$ cat config.mk
export PLATFORM = sky130hd
export DESIGN_NAME = display_scan_ctrl
export DESIGN_NICKNAME = d
export VERILOG_FILES = /design/src/rtl/display_scan_ctrl.sv
export SDC_FILE = /design/constraint.sdc
export NUM_CORES = 1
export LEC_CHECK = 0
export CAP_MARGIN = 15
export CORE_ASPECT_RATIO = 0.5
export CORE_MARGIN = 2
export CORE_UTILIZATION = 35
export CTS_BUF_LIST = sky130_fd_sc_hd__clkbuf_8
export CTS_CLUSTER_DIAMETER = 80
export DETAILED_ROUTE_END_ITERATION = 12
export DONT_BUFFER_PORTS = 1
export MAX_ROUTING_LAYER = met4
export SETUP_SLACK_MARGIN = 0.15
export SLEW_MARGIN = 30
export SYNTH_ARGS = -nofsm -noshare
export SYNTH_HDL_FRONTEND = slang
export SYNTH_SLANG_ARGS = --single-unit
$ cat constraint.sdc
create_clock -name clk -period 1.7 [get_ports clk]
set_input_delay 0.255 -clock clk [delete_from_list [all_inputs] [get_ports clk]]
set_output_delay 0.255 -clock clk [all_outputs]
set_load 0.01 [all_outputs]
$ cat src/rtl/display_scan_ctrl.sv
// Refresh/scan controller for a 4-digit multiplexed 7-segment display.
// Steps the digit select, drives active-low anodes with a per-slot guard and optional leading-zero blanking.
module display_scan_ctrl #(
    parameter int unsigned REFRESH_DIV  = 100000,
    parameter int unsigned GUARD_CYCLES = 256
) (
    input  logic       clk,
    input  logic       rst_n,
    input  logic       en,
    input  logic       blank_lz,
    input  logic [3:0] dig1,
    input  logic [3:0] dig2,
    input  logic [3:0] dig3,
    input  logic [3:0] dig4,
    output logic [1:0] sel,
    output logic [3:0] an,
    output logic       digit_tick
);

    localparam int unsigned CNT_W = (REFRESH_DIV > 1) ? $clog2(REFRESH_DIV) : 1;
    localparam int unsigned SEL_W = 2;
    localparam int unsigned AN_W  = 4;
    localparam logic [CNT_W-1:0] CNT_LAST = CNT_W'(REFRESH_DIV - 1);
    localparam logic [AN_W-1:0]  AN_OFF   = {AN_W{1'b1}};

    logic [CNT_W-1:0] cnt;
    logic [CNT_W-1:0] cnt_nxt;
    logic [SEL_W-1:0] sel_nxt;
    logic [AN_W-1:0]  an_nxt;
    logic             tick_nxt;
    logic             in_guard;
    logic             lz_blank;

    // State registers; an is registered from next-state values so it never lags sel/cnt
    always_ff @(posedge clk or negedge rst_n) begin
        if (!rst_n) begin
            cnt        <= '0;
            sel        <= 2'b00;
            an         <= AN_OFF;
            digit_tick <= 1'b0;
        end else begin
            cnt        <= cnt_nxt;
            sel        <= sel_nxt;
            an         <= an_nxt;
            digit_tick <= tick_nxt;
        end
    end

    // Slot counter and digit-select advance
    always_comb begin
        cnt_nxt  = cnt;
        sel_nxt  = sel;
        tick_nxt = 1'b0;
        if (!en) begin
            cnt_nxt = '0;
        end else if (cnt == CNT_LAST) begin
            cnt_nxt  = '0;
            sel_nxt  = sel + SEL_W'(1);
            tick_nxt = 1'b1;
        end else begin
            cnt_nxt = cnt + CNT_W'(1);
        end
    end

    // A digit is blanked when every more-significant digit, and itself, is zero
    always_comb begin
        lz_blank = 1'b0;
        if (blank_lz) begin
            case (sel_nxt)
                2'd3:    lz_blank = (dig4 == 4'd0);
                2'd2:    lz_blank = (dig4 == 4'd0) && (dig3 == 4'd0);
                2'd1:    lz_blank = (dig4 == 4'd0) && (dig3 == 4'd0) && (dig2 == 4'd0);
                default: lz_blank = 1'b0;
            endcase
        end
    end

    // Anode enable for the slot position the registers are about to hold
    always_comb begin
        in_guard = (32'(cnt_nxt) < GUARD_CYCLES);
        an_nxt   = AN_OFF;
        if (en && !in_guard && !lz_blank) begin
            an_nxt = ~(AN_W'(1) << sel_nxt);
        end
    end

endmodule

==> metrics.txt, run 1 <==
DRC marker count from the first detailed-route iteration=40; FP Rows=15; Pwr Total=around 1.0 mW; filler instances=320; Worst Reg-to-Reg Cells=7; latest clock arrival within the worst-skew pair=~0.27 ns; CTS root buffer=clkbuf_8; layout cells sized above 1=a little over a third; CP endpoint kind=register; Max-Cap Viols=0; Synth area leaders=dfrtp_1, xnor2_1, dfstp_2, nor2_1, xor2_1; Synth Register Bits=24; critical setup path kind=register to register; worst hold margin=about 0.11 ns; Die ar.=approximately 4300 um^2; Vias=a little over 1000; Die Width=approximately 91 um; core area=~3500 um^2; CP required=about 1.9 ns; Cell Chain, Critical Path=ha_4, buf_4, and4_4, and4_4, nand2b_4, nor4b_2, o21ai_1; GRT Overall Usage=14.4%; WL met3=between 100 and 150 um; initial antenna violation count=0; maximum clock path buffer count=2; wire length on met2=1.21 mm; I/O pins=27; Yosys top cell by area=dfrtp_1; nets=about 170; leak pwr=between 0.6 and 0.7 nW; vias in the first global route=945; Final Hold Vio Count=0; Synth top area share=38.1%; vias per inst=approximately 5; Final Max Tran Viols=0; drt drc=0; status=completed; hold depth=1; final wirelength=approximately 2.7 mm; Slew @ Worst Pin=about 0.53 ns; antenna viol nets, final=0; TritonCTS clock tree=yes; Final WS setup=about 0.085 ns; Slew headroom=between 60 and 70%; Syn Std Cell Area=between 1000 and 1500 um^2; total congestion overflow=0; RSZ-0062 raised after global routing=true; DIE HEIGHT=approximately 47 um; Worst Hold Class=primary input to register; crit path max-delay cell type=dfrtp_1; htree depth=1; Ys Warns=0; cts bufs inserted=3; Mean Syn Cell Area=10.0 um^2; Startpoint Class=register; Reg area=617 um^2; clk_skew=0.00264 ns; PortBufs=0; initial core utilization=between 30% and 40%; Final Critical Period=roughly 1.6 ns; First-pass DRT Iterations=4; first-pass GRT wire length=about 4.5 mm; crit path max fanout=4; ANT cells=0; post-synthesis cell count=about 130; DP Worst Slack=just over 0.001 ns; Area Growth Syn to Fin=28.3%; Wirelength per Cell=13.3 um; Arr. time, crit path=roughly 1.8 ns; CTS sink count=24; largest net degree at the start of global routing=25; Max VDD drop=~0.3 mV; Synth cell types=35; top sig layer=met3; DP HPWL=1.83 mm; Pwr per Cell Area=614 nW/um^2; final worst-path cycle share=between 90% and 100%; M1 wire length=1.34 mm; GP Congestion=around 0.83; multi-input logic area=between 700 and 800 um^2; CP peak stage delay=0.41 ns; syn nets=approximately 150; Peak Freq=slightly above 600 MHz; Final setup viols=0; Worst-path clk slew=~0.080 ns; sequential area share after synthesis=between 40 and 50%; CP most frequent cell=and4_4
-- per-layer routing --
layer / track usage [%] / vias to the layer above
met5: - / -
met4: 3.69 / 0
met3: 4.33 / 0
met2: 22.7 / 31
met1: 18.6 / 476
li1: - / 501
-- logic make-up after synthesis --
| family | share of synthesized area (%) |
|---|---|
| and+or+nand+nor | 29.7 |
| DFF | 46.1 |
| xor gates and xnor gates | 13.3 |
| AOI/OAI and AO/OA | 5.43 |
| buffers and inverters | 3.62 |
| muxes | 0.763 |
| adders and majority gates | 0.953 |
-- synthesized netlist by cell type --
master     instances
o31ai_1            1
nand2_1           10
xnor2_1           13
or2_2              1
xor2_1             7
nand2b_1           1
and4_2             1
inv_1              2
nand3_2            1
dfstp_2            4
and3_1             2
and4_1             2
dfrtp_1           20
o2111ai_2          1
and2_1             4
nand3_4            1
nor3_1             3
nor4b_1            2
mux2i_1            1
nand4_1            5
nor3_4             1
o21ai_0            1
a211oi_1           1
nor4_1             6
ha_1               1
a31oi_1            1
nor2_1            18
buf_2              5
nor4bb_1           2
and4b_1            2
buf_4              2
nand3_1            2
o21ai_1            4
a21oi_1            2
nand4_2            1
-- critical path, delay by kind of cell (launching register included) --
kind                     cells  cell delay, ns
adder cells (fa/ha/maj)      1            0.18
flip-flops                   1            0.41
buffers and inverters        1            0.13
AND/OR/NAND/NOR              4            0.73
AO/OA/AOI/OAI                1            0.09
-- cell usage in the layout (no fill, tap or decap), drive strengths merged --
cell / instances
a211oi: 1
a21oi: 2
a31oi: 1
and2: 4
and3: 2
and4: 3
and4b: 2
buf: 20
clkbuf: 5
dfrtp: 20
dfstp: 4
dlygate4sd3: 1
ha: 1
inv: 2
mux2i: 1
nand2: 10
nand2b: 1
nand3: 4
nand4: 6
nor2: 18
nor3: 4
nor4: 6
nor4b: 2
nor4bb: 2
o2111ai: 1
o21ai: 5
o31ai: 1
or2: 1
xnor2: 13
xor2: 7
-- final timing paths --
check                      slack (ns)    from  endpoint
setup / recovery                 0.08  cnt[0]     an[2]
hold / removal                   0.11      en    cnt[4]
min in group asynchronous        0.52   rst_n   cnt[11]
setup reg to reg                 0.08  cnt[0]     an[2]
hold reg to reg                  0.60  cnt[0]    cnt[0]
max in group asynchronous        0.80   rst_n    cnt[8]
-- through the flow --
step                      setup TNS (ns)  cells  cell area [um^2]  util [%]
after floorplan                        0    131              1360         -
after global placement                 0    186              1480      42.1
after detailed placement               0    186              1480      42.1
after CTS                              0    199              1650      47.1
after global routing              -0.203    201              1680      48.0
final                                  0    201              1680      48.0
-- power by group --
| group | switching, mW | leakage [nW] | internal [mW] | total [mW] |
|---|---|---|---|---|
| clock | 0.181 | 0.0288 | 0.207 | 0.388 |
| sequential | 0.00795 | 0.304 | 0.576 | 0.584 |
| combinational | 0.0311 | 0.360 | 0.0300 | 0.0611 |
-- state kept, by name, summed over array words and instances, names as in the netlist --
| register | cells |
|---|---|
| an | 4 |
| cnt | 17 |
| digit_tick | 1 |
| sel | 2 |
-- cell type report --
type	count	share of cell area (%)
Tap cell	51	3.79
Sequential cell	24	36.6
Clock buffer	4	3.27
Inverter	2	0.446
Multi-Input combinational cell	98	44.3
Timing Repair Buffer	22	11.6
-- repair_timing --
item	in CTS	in global routing
endpoints found under the hold margin	24	20
resized for setup	14	2
buffers inserted	8	0
setup endpoints to repair	20	19
pin swaps	8	4
gates cloned	0	1
hold buffers	1	1
Note: power is estimated with default switching activity, not from simulation.
==> inputs of run 2 (changes only) <==
- CORE_ASPECT_RATIO: 0.5 -> unset
- SLEW_MARGIN: 30 -> 20
==> metrics.txt, run 2 (same netlist as run 1, synthesis figures left out) <==
status=completed; Finished Layout Cells=around 200; largest registers=cnt: 17 flops, an: 4 flops, sel: 2 flops; Cell Chain, Critical Path=ha_4, nand4_4, nor4_2, xnor2_1, o2111ai_2, o21ai_1; hold depth=1; M2 GR Usage=roughly 26%; Arr. time, crit path=~1.8 ns; CP required=around 1.9 ns; GRT Overall Usage=between 10% and 20%; I/O pins=27; largest net degree at the start of global routing=25; latest clock arrival within the worst-skew pair=between 0.2 and 0.3 ns; antenna viol nets, final=0; CP peak stage delay=~0.42 ns; Flop pwr share=50.1%; Die ar.=about 4300 um^2; gr busiest metal=met2; htree depth=1; switching share of power=between 20% and 30%; Final setup viols=0; TritonCTS clock tree=yes; drt drc=0; highest-count cells in the layout ignoring fill and taps=buf_4, xnor2_1, dfrtp_2; Max-Cap Viols=0; Area Growth Syn to Fin=43.4%; Worst Hold Class=primary input to register; Peak Freq=slightly above 600 MHz; Max VDD drop=~0.44 mV; Top reg by flops=cnt; vias per inst=approximately 5.3; Startpoint Class=register; Slew headroom=between 60% and 70%; ANT cells=0; final wirelength=approximately 3.2 mm; initial core utilization=36.1%; CTS root buffer=clkbuf_8; met3 Use GR=around 3.4%; final core occ=around 52%; Final Max Tran Viols=0; Comb power frac=under 10%; initial antenna violation count=0; RSZ-0062 raised after global routing=true; Final Hold Vio Count=0; Final Critical Period=approximately 1.6 ns; Pwr Total=~1.2 mW; DRC marker count from the first detailed-route iteration=42; crit path max fanout=5; CTS sink count=24; part of the power in the clock network=between 40 and 50%; Worst-path clk slew=about 0.09 ns; CP endpoint kind=register; layout cells sized above 1=around 51%; Die Width=about 65 um; clk_skew=0.00366 ns; Slew @ Worst Pin=around 0.55 ns; max reg flops=17; DIE HEIGHT=approximately 65 um; critical setup path kind=register to register; PortBufs=0; FP Rows=22; Reg area=just over 600 um^2; First-pass DRT Iterations=4; crit path max-delay cell type=dfrtp_1; Net Sw Power=about 0.25 mW; GP Congestion=0.804; filler instances=about 320; post-placement cell count=around 180; total congestion overflow=0; nets=180; most common cell after layout, fill and taps aside=buf_4; maximum clock path buffer count=2; vias in the first global route=1067; Pint=between 0.9 and 1 mW; multi-input logic area=~860 um^2; first-pass GRT wire length=around 4.8 mm; Wirelength per Cell=15.6 um; core area=3630 um^2; Vias=about 1100; Pwr per Cell Area=approximately 620 nW/um^2; leak pwr=between 0.7 and 0.8 nW; cts bufs inserted=3; DP HPWL=around 2.0 mm; final worst-path cycle share=between 90% and 100%; GR Util met1=17.9%; Worst Reg-to-Reg Cells=6; Reg2Reg Setup Slack=~0.087 ns
## run 2: metrics by stage
stage / setup TNS, ns / cell area, um^2 / setup WS (ns) / hold slack [ns]
CTS: 0 / 1630 / 0.0276 / 0.103
detailed placement: -0.0285 / 1460 / -0.0159 / -0.0401
global placement: 0 / 1460 / 0.0590 / -0.0401
finish: 0 / 1880 / 0.0872 / 0.107
floorplan: 0 / 1360 / 0.155 / -0.0406
global route: -0.0156 / 1880 / -0.0121 / 0.0957
## run 2: metal layers
| metal | vias to the layer above | wire [um] |
|---|---|---|
| met4 | 0 | 92 |
| met2 | 39 | 1640 |
| met3 | 9 | 137 |
| met5 | - | 0 |
| met1 | 527 | 1340 |
| li1 | 514 | - |
## run 2: worst paths after layout
check | startpoint | to
hold / removal | en | cnt[4]
max in group asynchronous | rst_n | cnt[2]
setup / recovery | cnt[0] | an[1]
hold reg to reg | cnt[0] | cnt[0]
setup reg to reg | cnt[0] | an[1]
min in group asynchronous | rst_n | sel[1]
## run 2: worst max-delay path: cells and delay by family, from the launching register on
| family | cells | cell delay [ns] |
|---|---|---|
| flops | 1 | 0.42 |
| xor+xnor | 1 | 0.20 |
| simple gates | 2 | 0.37 |
| fa+ha+maj | 1 | 0.18 |
| compound gates | 2 | 0.38 |
## run 2: what timing repair did
item | CTS | global route
pin swaps | 7 | 17
hold buffers | 1 | 1
resized for setup | 11 | 38
buffers inserted | 5 | 14
setup endpoints to repair | 14 | 19
endpoints found under the hold margin | 24 | 16
## run 2: area by class of cell
cell class	instances	share of cell area (%)
Sequential cell	24	33.0
Inverter	2	0.399
Clock buffer	3	2.19
Tap cell	48	3.19
Timing Repair Buffer	30	13.7
Clock inverter	1	1.60
Multi-Input combinational cell	98	45.9
## run 2: power by group through the flow
stage	clock (mW)	combinational [mW]	sequential, mW
6_report	0.510	0.0756	0.588
3_5_place_dp	0	0.0371	0.596
4_1_cts	0.519	0.0573	0.586
5_1_grt	0.540	0.0835	0.589
2_1_floorplan	0	0.0249	0.595
3_3_place_gp	0	0.0343	0.595
==> inputs of run 3 (changes only) <==
- CELL_PAD_IN_SITES_DETAIL_PLACEMENT: unset -> 2
- CELL_PAD_IN_SITES_GLOBAL_PLACEMENT: unset -> 2
- PLACE_DENSITY_LB_ADDON: unset -> 0.1
==> metrics.txt, run 3 (same netlist as run 1, synthesis figures left out) <==
Net Sw Power=~0.23 mW; highest-count cells in the layout ignoring fill and taps=buf_4, dfrtp_2, xnor2_1; Final WS setup=-0.0808 ns; antenna viol nets, final=0; sum of negative setup slack=-0.252 ns; Max-Cap Viols=0; CP Buf/Inv Count=0; GP Congestion=approximately 0.73; Arr. time, crit path=roughly 2.0 ns; DRC marker count from the first detailed-route iteration=57; Max VDD drop=a little over 0.3 mV; CTS root buffer=clkbuf_8; Comb power frac=under 10%; status=complete, but fails checks; Cell Chain, Critical Path=nand4_1, nor4_4, xnor2_2, o2111ai_2, o21ai_1; crit path max-delay cell type=dfrtp_2; worst hold margin=0.120 ns; post-placement cell count=186; PortBufs=0; largest registers=cnt: 17 flops, an: 4 flops, sel: 2 flops; TritonCTS clock tree=yes; Finished Layout Cells=205; latest clock arrival within the worst-skew pair=between 0.2 and 0.3 ns; most common cell after layout, fill and taps aside=buf_4; switching share of power=between 20% and 30%; Final setup viols=4; ANT cells=0; Slew headroom=70.8%; Slew @ Worst Pin=0.436 ns; Final Hold Vio Count=0; final worst-path cycle share=105%; Worst Hold Class=primary input to register; total congestion overflow=0; CTS sink count=24; Final Max Tran Viols=0; vias in the first global route=around 1200; Pwr per Cell Area=approximately 530 nW/um^2; Peak Freq=562 MHz; Pint=between 0.7 and 0.8 mW; first-pass GRT wire length=5.86 mm; critical setup path kind=register to register; max reg flops=17; part of the power in the clock network=33.4%; leak pwr=0.776 nW; drt drc=0; htree depth=1; CP endpoint kind=register; DP HPWL=between 2 and 2.5 mm; RSZ-0062 raised after global routing=true; Worst-path clk slew=about 0.080 ns; Die Width=approximately 65 um; vias per inst=about 5.4; clk_skew=between 0.002 and 0.0025 ns; failing checks=negative setup slack; final core occ=51.7%; CP peak stage delay=around 0.46 ns; Vias=approximately 1100; Reg2Reg Setup Slack=-0.08 ns; layout cells sized above 1=a little over half; CP top delay family=simple AND/OR/NAND/NOR gates; final wirelength=about 4 mm; Area Growth Syn to Fin=43.1%; I/O pins=27; initial core utilization=36.1%; core area=about 3600 um^2; maximum clock path buffer count=2; DIE HEIGHT=~65 um; Wirelength per Cell=about 20 um; nets=180; initial antenna violation count=0; Top reg by flops=cnt; CP required=approximately 1.9 ns; Final Critical Period=around 1.8 ns; Startpoint Class=register; First-pass DRT Iterations=2; cts bufs inserted=3; crit path max fanout=6; DP Worst Slack=-0.0820 ns; Die ar.=4260 um^2; GRT Overall Usage=between 10% and 20%; FP Rows=22; Flop pwr share=58.2%; largest net degree at the start of global routing=25
-- run 3: metal layers --
metal	vias to the layer above	wire, um	global-route usage, %
li1	511	-	-
met5	-	0	-
met3	8	109	2.05
met1	562	1710	22.6
met2	25	2210	33.4
met4	0	82	3.91
-- run 3: area by class of cell --
class                   count  area, um^2
fillers                   365        1760
flip-flops and latches     24         619
inverters                   2        7.51
repair buffers             30         273
clock buffers               3        41.3
well taps                  48        60.1
multi-input cells          98         877
-- run 3: repair_timing --
action / CTS / global route
hold endpoints to repair: 24 / 0
hold buffers: 2 / 0
buffers inserted: 1 / 13
cloned: 0 / 0
resized for setup: 14 / 37
endpoints found under the setup margin: 20 / 19
pin swaps: 2 / 9
-- run 3: final timing paths --
path / start / to / cells past startpoint
setup / recovery: cnt[11] / an[3] / 5
setup reg to reg: cnt[11] / an[3] / 5
max in group asynchronous: rst_n / an[0] / 2
min in group asynchronous: rst_n / cnt[14] / 2
hold / removal: en / cnt[4] / 1
hold reg to reg: cnt[0] / cnt[0] / 2
-- run 3: power groups by stage --
stage               clock, mW  sequential, mW  combinational [mW]
global route            0.374           0.585              0.0946
finish                  0.335           0.584              0.0849
global placement            0           0.594              0.0367
CTS                     0.354           0.584              0.0600
detailed placement          0           0.595              0.0386
floorplan                   0           0.595              0.0249
-- run 3: stage by stage --
stage | instance area, um^2 | power [mW]
2_1_floorplan | 1360 | 0.620
3_3_place_gp | 1480 | 0.631
3_5_place_dp | 1480 | 0.633
4_1_cts | 1610 | 0.998
5_1_grt | 1880 | 1.05
6_report | 1880 | 1.00
==> variant: new RTL, config.mk and constraints of run 3 <==
The parameter `GUARD_CYCLES` goes from 256 to 192.
--- a/src/rtl/display_scan_ctrl.sv
+++ b/src/rtl/display_scan_ctrl.sv
@@ -4,3 +4,3 @@
     parameter int unsigned REFRESH_DIV  = 100000,
-    parameter int unsigned GUARD_CYCLES = 256
+    parameter int unsigned GUARD_CYCLES = 192
 ) (
Function: same outputs for any inputs over 10 cycles, from zero or initial values and one cycle with rst_n low; that may be too few to reach the edited logic, so the function may still have changed.
==> variant against run 3 <==
The run still ends with negative setup slack left; largest power group unchanged; critical path depth grew 1; power grew 18%; setup slack gained 0.025 ns; die area grew 4.8%; first-iteration DRC count shrank 26%; largest cell class unchanged; cell area grew 2.0%; routed wire length grew 7.0%; sequential share of layout area shrank 0.84 points; sequential cell count is the same; cell count grew 8.8%; via count grew 11%; area after synthesis grew 5.1%; utilization shrank 0.14 points.
==> variant: results (changes against run 3) <==
| Metric | Value |
|---|---|
| Failing checks | negative setup slack |
| Status | finished with violations |
| Syn Inst Count | 143 (+9.2%) |
| Avg WL per Cell | 19.7 um (-1.6%) |
| Syn Nets | 164 (+7.9%) |
| Leakage dissipation | 0.000789 uW (+1.7%) |
| Worst setup margin | -0.0556 ns (+0.0252 ns) |
| Worst Skew | 0.00397 ns (+0.00176 ns) |
| Hold WC Path Type | input port to flop |
| DP HPWL | 3120 um (+25%) |
| Endpoints failing setup | 4 (unchanged) |
| Met2 Usage GRT | 42.9% (+9.5 points) |
| Top cells by area, synth | dfrtp_1 36%, dfstp_2 7.6%, xnor2_1 7.0%, nor2_1 6.3%, xor2_1 5.1% |
| Met1 track demand over resource | 27.5% (+4.9 points) |
| Worst slack, placed | -0.198 ns (-0.116 ns) |
| CP delay by family, top | compound AO/OA/AOI/OAI gates |
| Netlist cell types | 36 (+2.9%) |
| Pin count of the biggest net entering global routing | 25 (unchanged) |
| Met3 Track Usage GR | 2.70% (+0.65 points) |
| Area after DPL | 0.00166 mm^2 (+12%) |
| Via count of the first global-routing pass | 1378 (+20%) |
| Sequential cell area fraction in the yosys report | 43.9% (-2.3 points) |
| Tot GR Track Use | 23.7% (+5.1 points) |
| Layout cells sized above 1 | 40.0% (-14 points) |
| Initial DRC Count | 42 (-26%) |
| Worst Path Max Fanout | 4 (-2) |
| Total Routed Length | 4400 um (+7.0%) |
| Most instantiated cells after synthesis | 23 x nor2_1, 20 x dfrtp_1, 11 x xnor2_1 |
| Worst Hold Launch | en |
| First-pass GRT wire length | 7400 um (+26%) |
| Via Count | 1227 (+11%) |
| GPL Wtd Cong | 0.773 (+6.0%) |
| Nets | 197 (+9.4%) |
| Placed cells | 211 (+13%) |
## variant: what timing repair did
action / in CTS / in global routing
hold buffers: 1 / 1
buffers inserted: 4 / 1
setup endpoints to repair: 21 / 20
endpoints found under the hold margin: 24 / 20
gates resized for setup: 24 / 1
pin swaps: 11 / 1
cloned: 1 / 0
## variant: final timing paths
kind	cells after the start	slack, ns	end
min in group asynchronous	2	0.52	sel[1]
setup / recovery	6	-0.06	an[1]
setup reg to reg	6	-0.06	an[1]
max in group asynchronous	2	0.78	cnt[8]
hold reg to reg	2	0.64	cnt[0]
hold / removal	1	0.14	cnt[1]
## variant: where the power goes
group          internal (uW)  total (uW)  leakage (uW)  switching (uW)
logic                   37.1        76.6      0.000450            39.5
registers                579         594      0.000304            15.4
clock network            315         511     0.0000357             196
## variant: final cells by class
type	instances	area, um^2	share of cell area [%]
well taps	48	60.1	3.14
flip-flops and latches	24	616	32.1
multi-input cells	109	847	44.2
inverters	2	7.51	0.392
clock inverters	1	30.0	1.57
clock buffers	3	41.3	2.16
repair buffers	36	314	16.4
## variant: cell families (layout without fill, tap and decap cells)
family / count (synthesis) / count (layout) / share of synthesized area [%]
buf+inv: 10 / 42 / 3.26
flops: 24 / 24 / 43.9
fa+ha+maj: 1 / 1 / 0.906
simple gates: 75 / 75 / 32.6
compound gates: 14 / 14 / 7.25
xor+xnor: 19 / 19 / 12.1
## variant: metal layers
metal	wire length [um]	vias up
met5	0	-
met4	52	0
met3	57	4
met2	2380	12
met1	1910	631
li1	-	580
## variant: metrics by stage
stage,TNS [ns],util (%)
6_report,-0.168,51.5
5_1_grt,-0.906,51.5
4_1_cts,-0.178,51.2
3_5_place_dp,-1.00,44.8
3_3_place_gp,-0.393,44.8
2_1_floorplan,0,-
